## src/rtl/move_sequencer_pkg.sv

```systemverilog
// Shared encodings for the move sequencer and the square array it drives.
//   SM_*  : array state_mode commands (find victim, find aggressor, write)
//   MM_*  : array mask_mode commands
//   OP_*  : host command opcodes
//   EMPTY : piece code written by OP_CLEAR
//   seq_state_e : sequencer FSM states
package move_sequencer_pkg;

    localparam logic [2:0] SM_FV = 3'd0;   // array reports victim priorities
    localparam logic [2:0] SM_FA = 3'd1;   // array reports aggressors of the ss1 square
    localparam logic [2:0] SM_W  = 3'd2;   // array writes write_bus into the ss1 square

    localparam logic [1:0] MM_NONE    = 2'd0;
    localparam logic [1:0] MM_EAV_EAA = 2'd1;  // enable all victims and all aggressors
    localparam logic [1:0] MM_DV_EAA  = 2'd2;  // disable victim ss1, re-enable all aggressors
    localparam logic [1:0] MM_DA      = 2'd3;  // disable aggressor ss1

    localparam logic [1:0] OP_LOAD  = 2'd0;
    localparam logic [1:0] OP_GEN   = 2'd1;
    localparam logic [1:0] OP_CLEAR = 2'd2;
    localparam logic [1:0] OP_ABORT = 2'd3;

    localparam logic [3:0] EMPTY = 4'd0;

    typedef enum logic [3:0] {
        StIdle,
        StLoad,
        StClear,
        StInit,
        StFvIssue,
        StFvCap,
        StDv,
        StFaIssue,
        StFaCap,
        StEmit,
        StDa,
        StDone
    } seq_state_e;

endpackage

```

## src/rtl/move_sequencer_prio.sv

```systemverilog
// prio_argmax: reduces NSQ per-square priorities to the maximum value and the
// lowest square index holding it, through a balanced comparator tree followed
// by one register stage.
//   clk, rst_n : clock, asynchronous active-low reset (outputs reset to 0)
//   prio       : {sqN-1..sq0} priorities, PW bits each
//   max_prio   : registered maximum priority
//   max_idx    : registered index of the winning square
// NSQ must be a power of two so the heap-ordered tree keeps lower squares on
// the left; ties then resolve to the left child, i.e. the lowest index.
module prio_argmax #(
    parameter int unsigned NSQ = 64,
    parameter int unsigned PW  = 3
) (
    input  logic                    clk,
    input  logic                    rst_n,
    input  logic [NSQ*PW-1:0]       prio,
    output logic [PW-1:0]           max_prio,
    output logic [$clog2(NSQ)-1:0]  max_idx
);
    localparam int unsigned IW    = $clog2(NSQ);
    localparam int unsigned NNODE = 2 * NSQ - 1;

    logic [PW-1:0] tree_max;
    logic [IW-1:0] tree_idx;

    always_comb begin : tree
        logic [PW-1:0] val [NNODE];
        logic [IW-1:0] idx [NNODE];
        // Leaves occupy nodes NSQ-1 .. 2*NSQ-2; node n has children 2n+1, 2n+2.
        for (int k = 0; k < int'(NSQ); k++) begin
            val[NSQ-1+k] = prio[k*PW +: PW];
            idx[NSQ-1+k] = IW'(k);
        end
        for (int n = int'(NSQ) - 2; n >= 0; n--) begin
            if (val[2*n+1] >= val[2*n+2]) begin
                val[n] = val[2*n+1];
                idx[n] = idx[2*n+1];
            end else begin
                val[n] = val[2*n+2];
                idx[n] = idx[2*n+2];
            end
        end
        tree_max = val[0];
        tree_idx = idx[0];
    end

    always_ff @(posedge clk or negedge rst_n) begin
        if (!rst_n) begin
            max_prio <= '0;
            max_idx  <= '0;
        end else begin
            max_prio <= tree_max;
            max_idx  <= tree_idx;
        end
    end

endmodule

```

## src/rtl/move_sequencer.sv

```systemverilog
// move_sequencer: host-side controller for the square array. Loads/clears the
// board over the write bus and runs the MVV-LVA capture loop (find victim,
// find aggressor, disable, repeat), streaming (from,to) moves over
// mv_valid/mv_ready.
//   cmd_*      : host command channel, accepted only in idle (cmd_ready)
//   state_mode, mask_mode, ss1, write_bus, wtm : registered array controls
//   prio_in, king_in : combinational array responses
//   mv_*       : move stream, done pulse and sticky illegal flag
module move_sequencer
    import move_sequencer_pkg::*;
#(
    parameter int unsigned NSQ = 64,
    parameter int unsigned PW  = 3
) (
    input  logic                    clk,
    input  logic                    rst_n,
    input  logic                    cmd_valid,
    output logic                    cmd_ready,
    input  logic [1:0]              cmd_op,
    input  logic [$clog2(NSQ)-1:0]  cmd_sq,
    input  logic [3:0]              cmd_piece,
    input  logic                    cmd_wtm,
    output logic [2:0]              state_mode,
    output logic [1:0]              mask_mode,
    output logic                    wtm,
    output logic [3:0]              write_bus,
    output logic [NSQ-1:0]          ss1,
    input  logic [NSQ*PW-1:0]       prio_in,
    input  logic [NSQ-1:0]          king_in,
    output logic                    mv_valid,
    input  logic                    mv_ready,
    output logic [$clog2(NSQ)-1:0]  mv_from,
    output logic [$clog2(NSQ)-1:0]  mv_to,
    output logic                    mv_done,
    output logic                    mv_illegal
);
    localparam int unsigned SQW = $clog2(NSQ);

    seq_state_e     state_q, state_d;
    logic [SQW-1:0] victim_q, victim_d;
    logic [SQW-1:0] aggr_q, aggr_d;
    logic [SQW-1:0] clr_q, clr_d;
    logic           wtm_q, wtm_d;
    logic           illegal_q, illegal_d;
    logic [2:0]     sm_q, sm_d;
    logic [1:0]     mm_q, mm_d;
    logic [NSQ-1:0] ss1_q, ss1_d;
    logic [3:0]     wb_q, wb_d;

    logic [PW-1:0]  best_max;
    logic [SQW-1:0] best_idx;
    logic           in_gen;
    logic           abort;

    function automatic logic [NSQ-1:0] sq_sel(input logic [SQW-1:0] sq);
        logic [NSQ-1:0] v;
        v     = '0;
        v[sq] = 1'b1;
        return v;
    endfunction

    prio_argmax #(
        .NSQ(NSQ),
        .PW (PW)
    ) u_argmax (
        .clk     (clk),
        .rst_n   (rst_n),
        .prio    (prio_in),
        .max_prio(best_max),
        .max_idx (best_idx)
    );

    // Abort is honoured in every generation state even though cmd_ready is low.
    assign abort  = cmd_valid && (cmd_op == OP_ABORT);
    assign in_gen = state_q inside {StInit, StFvIssue, StFvCap, StDv, StFaIssue,
                                    StFaCap, StEmit, StDa};

    always_comb begin
        state_d   = state_q;
        victim_d  = victim_q;
        aggr_d    = aggr_q;
        clr_d     = clr_q;
        wtm_d     = wtm_q;
        illegal_d = illegal_q;

        unique case (state_q)
            StIdle: begin
                if (cmd_valid) begin
                    case (cmd_op)
                        OP_LOAD:  state_d = StLoad;
                        OP_CLEAR: begin
                            state_d = StClear;
                            clr_d   = '0;
                        end
                        OP_GEN: begin
                            state_d   = StInit;
                            wtm_d     = cmd_wtm;
                            illegal_d = 1'b0;
                        end
                        default: ;
                    endcase
                end
            end
            StLoad:  state_d = StIdle;
            StClear: begin
                if (clr_q == SQW'(NSQ - 1)) state_d = StIdle;
                else                        clr_d   = clr_q + SQW'(1);
            end
            StInit:    state_d = StFvIssue;
            StFvIssue: state_d = StFvCap;
            StFvCap: begin
                if (|king_in) begin
                    illegal_d = 1'b1;
                    state_d   = StDone;
                end else if (best_max == '0) begin
                    state_d = StDone;
                end else begin
                    victim_d = best_idx;
                    state_d  = StDv;
                end
            end
            StDv:      state_d = StFaIssue;
            StFaIssue: state_d = StFaCap;
            StFaCap: begin
                if (best_max == '0) begin
                    state_d = StFvIssue;
                end else begin
                    aggr_d  = best_idx;
                    state_d = StEmit;
                end
            end
            StEmit: if (mv_ready) state_d = StDa;
            StDa:   state_d = StFaIssue;
            StDone: state_d = StIdle;
            default: state_d = StIdle;
        endcase

        if (in_gen && abort) state_d = StDone;
    end

    // Array controls are registered: decode them from the state being entered.
    always_comb begin
        sm_d  = SM_FV;
        mm_d  = MM_NONE;
        ss1_d = '0;
        wb_d  = '0;
        case (state_d)
            StLoad: begin
                sm_d  = SM_W;
                ss1_d = sq_sel(cmd_sq);
                wb_d  = cmd_piece;
            end
            StClear: begin
                sm_d  = SM_W;
                ss1_d = sq_sel(clr_d);
                wb_d  = EMPTY;
            end
            StInit: mm_d = MM_EAV_EAA;
            StDv: begin
                mm_d  = MM_DV_EAA;
                ss1_d = sq_sel(victim_d);
            end
            StFaIssue, StFaCap, StEmit: begin
                sm_d  = SM_FA;
                ss1_d = sq_sel(victim_d);
            end
            StDa: begin
                sm_d  = SM_FA;
                mm_d  = MM_DA;
                ss1_d = sq_sel(aggr_d);
            end
            default: ;
        endcase
    end

    always_ff @(posedge clk or negedge rst_n) begin
        if (!rst_n) begin
            state_q   <= StIdle;
            victim_q  <= '0;
            aggr_q    <= '0;
            clr_q     <= '0;
            wtm_q     <= 1'b0;
            illegal_q <= 1'b0;
            sm_q      <= SM_FV;
            mm_q      <= MM_NONE;
            ss1_q     <= '0;
            wb_q      <= '0;
        end else begin
            state_q   <= state_d;
            victim_q  <= victim_d;
            aggr_q    <= aggr_d;
            clr_q     <= clr_d;
            wtm_q     <= wtm_d;
            illegal_q <= illegal_d;
            sm_q      <= sm_d;
            mm_q      <= mm_d;
            ss1_q     <= ss1_d;
            wb_q      <= wb_d;
        end
    end

    assign cmd_ready  = (state_q == StIdle);
    assign mv_valid   = (state_q == StEmit);
    assign mv_done    = (state_q == StDone);
    // Victim/aggressor only change in the capture states, so they hold during EMIT.
    assign mv_from    = aggr_q;
    assign mv_to      = victim_q;
    assign mv_illegal = illegal_q;
    assign state_mode = sm_q;
    assign mask_mode  = mm_q;
    assign ss1        = ss1_q;
    assign write_bus  = wb_q;
    assign wtm        = wtm_q;

endmodule

```

## config.mk

```make
export PLATFORM = sky130hd
export DESIGN_NAME = move_sequencer
export DESIGN_NICKNAME = d
export VERILOG_FILES = /design/src/rtl/move_sequencer_pkg.sv /design/src/rtl/move_sequencer_prio.sv /design/src/rtl/move_sequencer.sv
export SDC_FILE = /design/constraint.sdc
export NUM_CORES = 1
export LEC_CHECK = 0
export CAP_MARGIN = 0
export CORE_ASPECT_RATIO = 1.5
export CORE_MARGIN = 3
export CORE_UTILIZATION = 40
export DETAILED_ROUTE_END_ITERATION = 12
export PLACE_DENSITY = 0.69
export SYNTH_ARGS = -nofsm -noshare
export SYNTH_HDL_FRONTEND = slang
export SYNTH_HIERARCHICAL = 1
export SYNTH_SLANG_ARGS = --single-unit
```

## constraint.sdc

```tcl
create_clock -name clk -period 3 [get_ports clk]
set_input_delay 0.6 -clock clk [delete_from_list [all_inputs] [get_ports clk]]
set_output_delay 0.6 -clock clk [all_outputs]
set_load 0.03 [all_outputs]
```

**Yosys cells after proc, flatten, opt, wreduce, memory -nomap -nowiden**

Index checks and enable logic that the tools add are counted.

- Memory bits (read-only): 0
- Logic and storage cells: 287
- Input bits: 273
- Flip-flop bits (word level): 106
- Memories: 0
- Bits in writable memories: 0
- Bits in latches: 0

- Shift-type cells: 0
- Add/subtract/negate cells: 1
- Order comparisons: 71
- Equality and inequality tests: 25
- Bitwise operators: 0
- Multipliers: 0
- Muxes and demuxes: 160
- Divide/modulo/power cells: 0
- Reduce and logical (&&, ||, !) cells: 18

Operator list:

| cell | count |
|---|---|
| 64-bit case mux with 4 select lines | 1 |
| 3-bit 2-to-1 mux | 71 |
| 3-bit >= comparator | 63 |
| 64-bit OR reduction | 1 |
| 6-bit 2-to-1 mux | 9 |
| 4-bit 2-to-1 mux | 12 |
| 1-bit 2-to-1 mux | 39 |
| 4-bit case mux with 9 select lines | 1 |
| 2-bit 2-to-1 mux | 16 |
| 4-bit == test, second input constant | 7 |
| 6-bit by 7-bit < comparator with 1-bit output, second input constant | 4 |
| 1-bit demux with 6-bit select | 4 |
| 4-bit by 3-bit == test with 1-bit output, second input constant | 6 |
| 6-bit by 1-bit >= comparator with 1-bit output, second input constant | 4 |
| 4-bit by 2-bit == test with 1-bit output, second input constant | 4 |
| 4-bit case mux with 3 select lines | 1 |
| 6-bit case mux with 2 select lines | 1 |
| 5-bit 2-to-1 mux | 2 |
| 8-bit nonzero test | 1 |
| 4-bit OR reduction | 2 |
| 6-bit by 1-bit adder with 6-bit output, second input constant | 1 |
| 6-bit == test, second input constant | 1 |
| 1-bit logical AND | 6 |
| 2-bit case mux with 3 select lines | 1 |
| other kinds (14) | 17 |

**Longest topological paths before layout**

- Word-level depth: 12
- Mapped depth: 45
- Depth with buffers taken out: 43

**By module**

Netlist, hierarchy kept.

By module, submodules not included:

| module | area each (sq um) | instances | cells an instance |
|---|---|---|---|
| prio_argmax | 7468.4 | 1 | 979 |
| move_sequencer | 5615.4 | 1 | 575 |

**Worst setup path before layout**

OpenSTA, ideal clock, no wires.

- Path type: in2reg
- Start: input port prio_in[114]
- End: register u_argmax.max_idx[4]
- Arrival: 8374 ps
- Data required time: 2875 ps
- Slack: -5499 ps
- Stages on the path: 37
- Library setup time: 125 ps
- Path through: inv_1 > ha_1 > nand2b_1 > a21o_1 > a21oi_2 > mux2_2 > ha_1 > nand2b_1 > nor2_1 > mux2_1 > o221ai_2 > mux2i_1 > ha_1 > nand2b_1 > a21o_1 > a21oi_1 > mux2_2 > ha_1 > a21oi_1 > nor2b_1 > or2_2 > clkbuf_1 > a21o_1 > or2_2 > ha_1 > nand2b_1 > a21o_1 > a21oi_1 > buf_2 > and2_4 > o21bai_1 > ha_1 > nand2b_1 > a21o_1 > a21oi_1 > clkbuf_1 > mux2_2

RTL lines:

| element | line | RTL |
|---|---|---|
| start, declared | move_sequencer.sv:28 | `input logic [NSQ*PW-1:0] prio_in,` |
| end signal, assigned | move_sequencer_prio.sv:53 | `max_idx <= tree_idx;` |
| end, declared | move_sequencer_prio.sv:18 | `output logic [$clog2(NSQ)-1:0] max_idx` |

==> reports/results.ini <==
[placed_design]
io_buffers=361
dpl-instance-area_sq_mm=0.0207
dp.final_hpwl_um=42800
gp_congestion=1.04
placedCellCount=2752

[clock_network]
cts.sinks=105
ctsHoldBuffers=0
cts_buffers=9
clkTransAtPathRegs_ps=70
insertion_delay_ps=370
htreeDepth=3
cts.path.max_buffers=2
cts_tree=built
cts_root_buf=clkbuf_16

[floorplan]
rows=80
fp.dieW_um=154
io_pins=363
start_util_pct=40.8
dieHeight_um=228
core_sq_mm=0.0320
dieArea_sq_mm=0.0350

[cells_and_area]
final_cell_mix=buf_4, clkdlybuf4s50_1, inv_1, ha_1, dfrtp_1
utilization_pct=73.8
layout.cells.most_common=buf_4
area_delta_synth_final_pct=80.6
stdcell_area_sq_mm=0.0236
drive_gt1_share_pct=40.6
nFillCells=2241
nets=2914
instances_no_fill=2884

[timing]
slew_headroom_pct=59.3
drv_slew=0
worst_slack_ps=-4400
hold_slack_ps=229
skew_ps=8.31
setup_violations=9
tns_ps=-38890
rsz0062_at_grt=yes
fin_crit_sh_pct=247
max_freq_ghz=0.135
layout_min_cycle_time_ps=7400
worstMarginPinSlew_ps=605
hold_viol_final=0

[route]
wirelength_um=56500
drc=0
viasPerCell=5.58
drt_pass1_iterations=8
drtAntennaViolNets=0
dr.first_iter.drc_count=981
wire_per_inst_um=19.6
dr_total_vias=16100

[global_route]
grt_max_degree=46
grt_pass1_vias=16400
antenna_found_initial=7
grt_pass1_wl_um=81100
grt_usage_pct=28.6
overflow=0

[worst_setup_path]
path_common_cell=a21o_1
worstPathArrival_ps=7650
r2r_cells=9
critPathLaunchType=input pin
critPathCaptureType=register
critPathKind=input pin to register
path_max_fanout=7
cpPeakStageDelay_ps=450
critPathRequiredTime_ps=3250
worst_path_max_delay_cell=clkdlybuf4s50_1

[logic_synthesis]
synth_cell_type_count=95
syn_avg_cell_area_sq_um=8.42
synth_edf_count=0
synth_sequential_area_ratio_pct=20.1
ys_warn_count=6
async_flop_share_pct=100
ys.flop_type=dfrtp_1
ys_seq_elements=105
netlist_area_sq_mm=0.0131
syn_nets=2005
synthCells=1554

[status]
failed_checks=setup timing
status=finished, violations left

[power_and_ir_drop]
p_per_area_mw_per_mm2=912
ir_worst_vdd_v=0.00136
leakage_uw=0.0116

[hold_path]
min_path_type=input pin to async pin

[job]
drv_cap=0

==> metal layers <==
layer	wire length, um	track usage, %	part of all wire, %	up-vias
li1	-	-	-	7593
met1	18800	27.0	33	7588
met2	31400	58.4	56	675
met3	2540	3.65	4.5	232
met4	3750	16.0	6.6	2
met5	9	0	0.016	-
==> power breakdown <==
| part | internal, uW | switching (uW) | total (uW) |
|---|---|---|---|
| clock | 760 | 542 | 1300 |
| sequential | 1730 | 292 | 2020 |
| combinational | 9750 | 8490 | 18200 |
| total | 12200 | 9320 | 21600 |
==> synthesized netlist by cell type (11+ instances only) <==
| library cell | number | area [sq um] |
|---|---|---|
| mux2i_1 | 106 | 1060 |
| ha_1 | 178 | 2230 |
| o211ai_1 | 11 | 82.6 |
| a41oi_1 | 11 | 96.3 |
| a222oi_1 | 48 | 480 |
| nor4_1 | 21 | 131 |
| inv_1 | 193 | 724 |
| dfrtp_1 | 105 | 2630 |
| mux2_2 | 31 | 349 |
| o221ai_1 | 17 | 149 |
| nor3_1 | 23 | 115 |
| nand2_1 | 91 | 342 |
| a22oi_1 | 18 | 135 |
| or2_2 | 12 | 75.1 |
| nand2b_1 | 54 | 338 |
| nand3_1 | 12 | 60.1 |
| a21o_1 | 46 | 345 |
| o21ai_0 | 78 | 390 |
| a21oi_1 | 94 | 470 |
| o31ai_1 | 18 | 135 |
| a21oi_2 | 17 | 149 |
| nor2_1 | 110 | 413 |
| nor2b_1 | 31 | 194 |
| o21ai_1 | 17 | 85.1 |
| clkbuf_1 | 11 | 41.3 |
| a211oi_1 | 12 | 90.1 |
==> final cells by class <==
type / instances / area [sq um] / area share (%)
inverter: 194 / 741 / 3.14
multi-input combinational: 1221 / 11400 / 48.1
clock inverter: 5 / 85.1 / 0.360
tap: 410 / 513 / 2.17
sequential: 105 / 2630 / 11.1
antenna: 6 / 15.0 / 0.0635
timing repair buffer: 932 / 8050 / 34.1
clock buffer: 11 / 243 / 1.03
==> worst max-delay path: cells and delay by family <==
kind | cells | cell delay [ps]
buffers and inverters | 5 | 940
adders and majority gates | 7 | 1940
and+or+nand+nor | 5 | 650
muxes | 4 | 1150
AOI/OAI and AO/OA | 13 | 2390
==> logic make-up (layout without fill, tap and decap cells) <==
family / Yosys count / in the layout / synth area share (%)
other: 1 / 7 / 0.0287
buffers and inverters: 228 / 1142 / 7.09
DFF: 105 / 105 / 20.1
adders and majority gates: 186 / 186 / 17.7
muxes: 147 / 147 / 11.9
and+or+nand+nor: 422 / 422 / 17.3
xor gates and xnor gates: 2 / 2 / 0.134
AOI/OAI and AO/OA: 463 / 463 / 25.8
==> state kept, by name, indices dropped and copies added (netlist names) <==
register           count
wtm                    1
mask_mode              2
state_q                4
u_argmax/max_prio      3
ss1                   64
state_mode             2
mv_from                6
mv_to                  6
u_argmax/max_idx       6
mv_illegal             1
clr_q                  6
write_bus              4
==> through the flow <==
| stage | power, uW | worst slack [ps] |
|---|---|---|
| final | 21600 | -4400 |
| after global routing | 22800 | -4620 |
| after CTS | 19200 | -4270 |
| after detailed placement | 16100 | -5180 |
| after global placement | 15700 | -4950 |
| after floorplan | 9990 | -4600 |
==> final timing paths <==
path | start | to | slack, ps
worst max-delay path | prio_in[17] | u_argmax/max_idx[4]$_DFF_PN0_ | -4400
worst min-delay path | rst_n | wtm$_DFFE_PN0P_ | 230
worst max register to register | state_q[2]$_DFF_PN0_ | ss1[25]$_DFF_PN0_ | 140
worst min register to register | mv_illegal$_DFFE_PN0P_ | mv_illegal$_DFFE_PN0P_ | 490
max in group asynchronous | rst_n | mv_to[2]$_DFF_PN0_ | 2090
min in group clk | mv_illegal$_DFFE_PN0P_ | mv_illegal$_DFFE_PN0P_ | 490
==> repair_timing <==
item                                    CTS  global route
resized for setup                       270           283
endpoints found under the hold margin     0             0
buffers inserted                         67            44
pin swaps                               122           153
endpoints found under the setup margin   47            73
No activity file was read; power rests on OpenSTA's default activity.
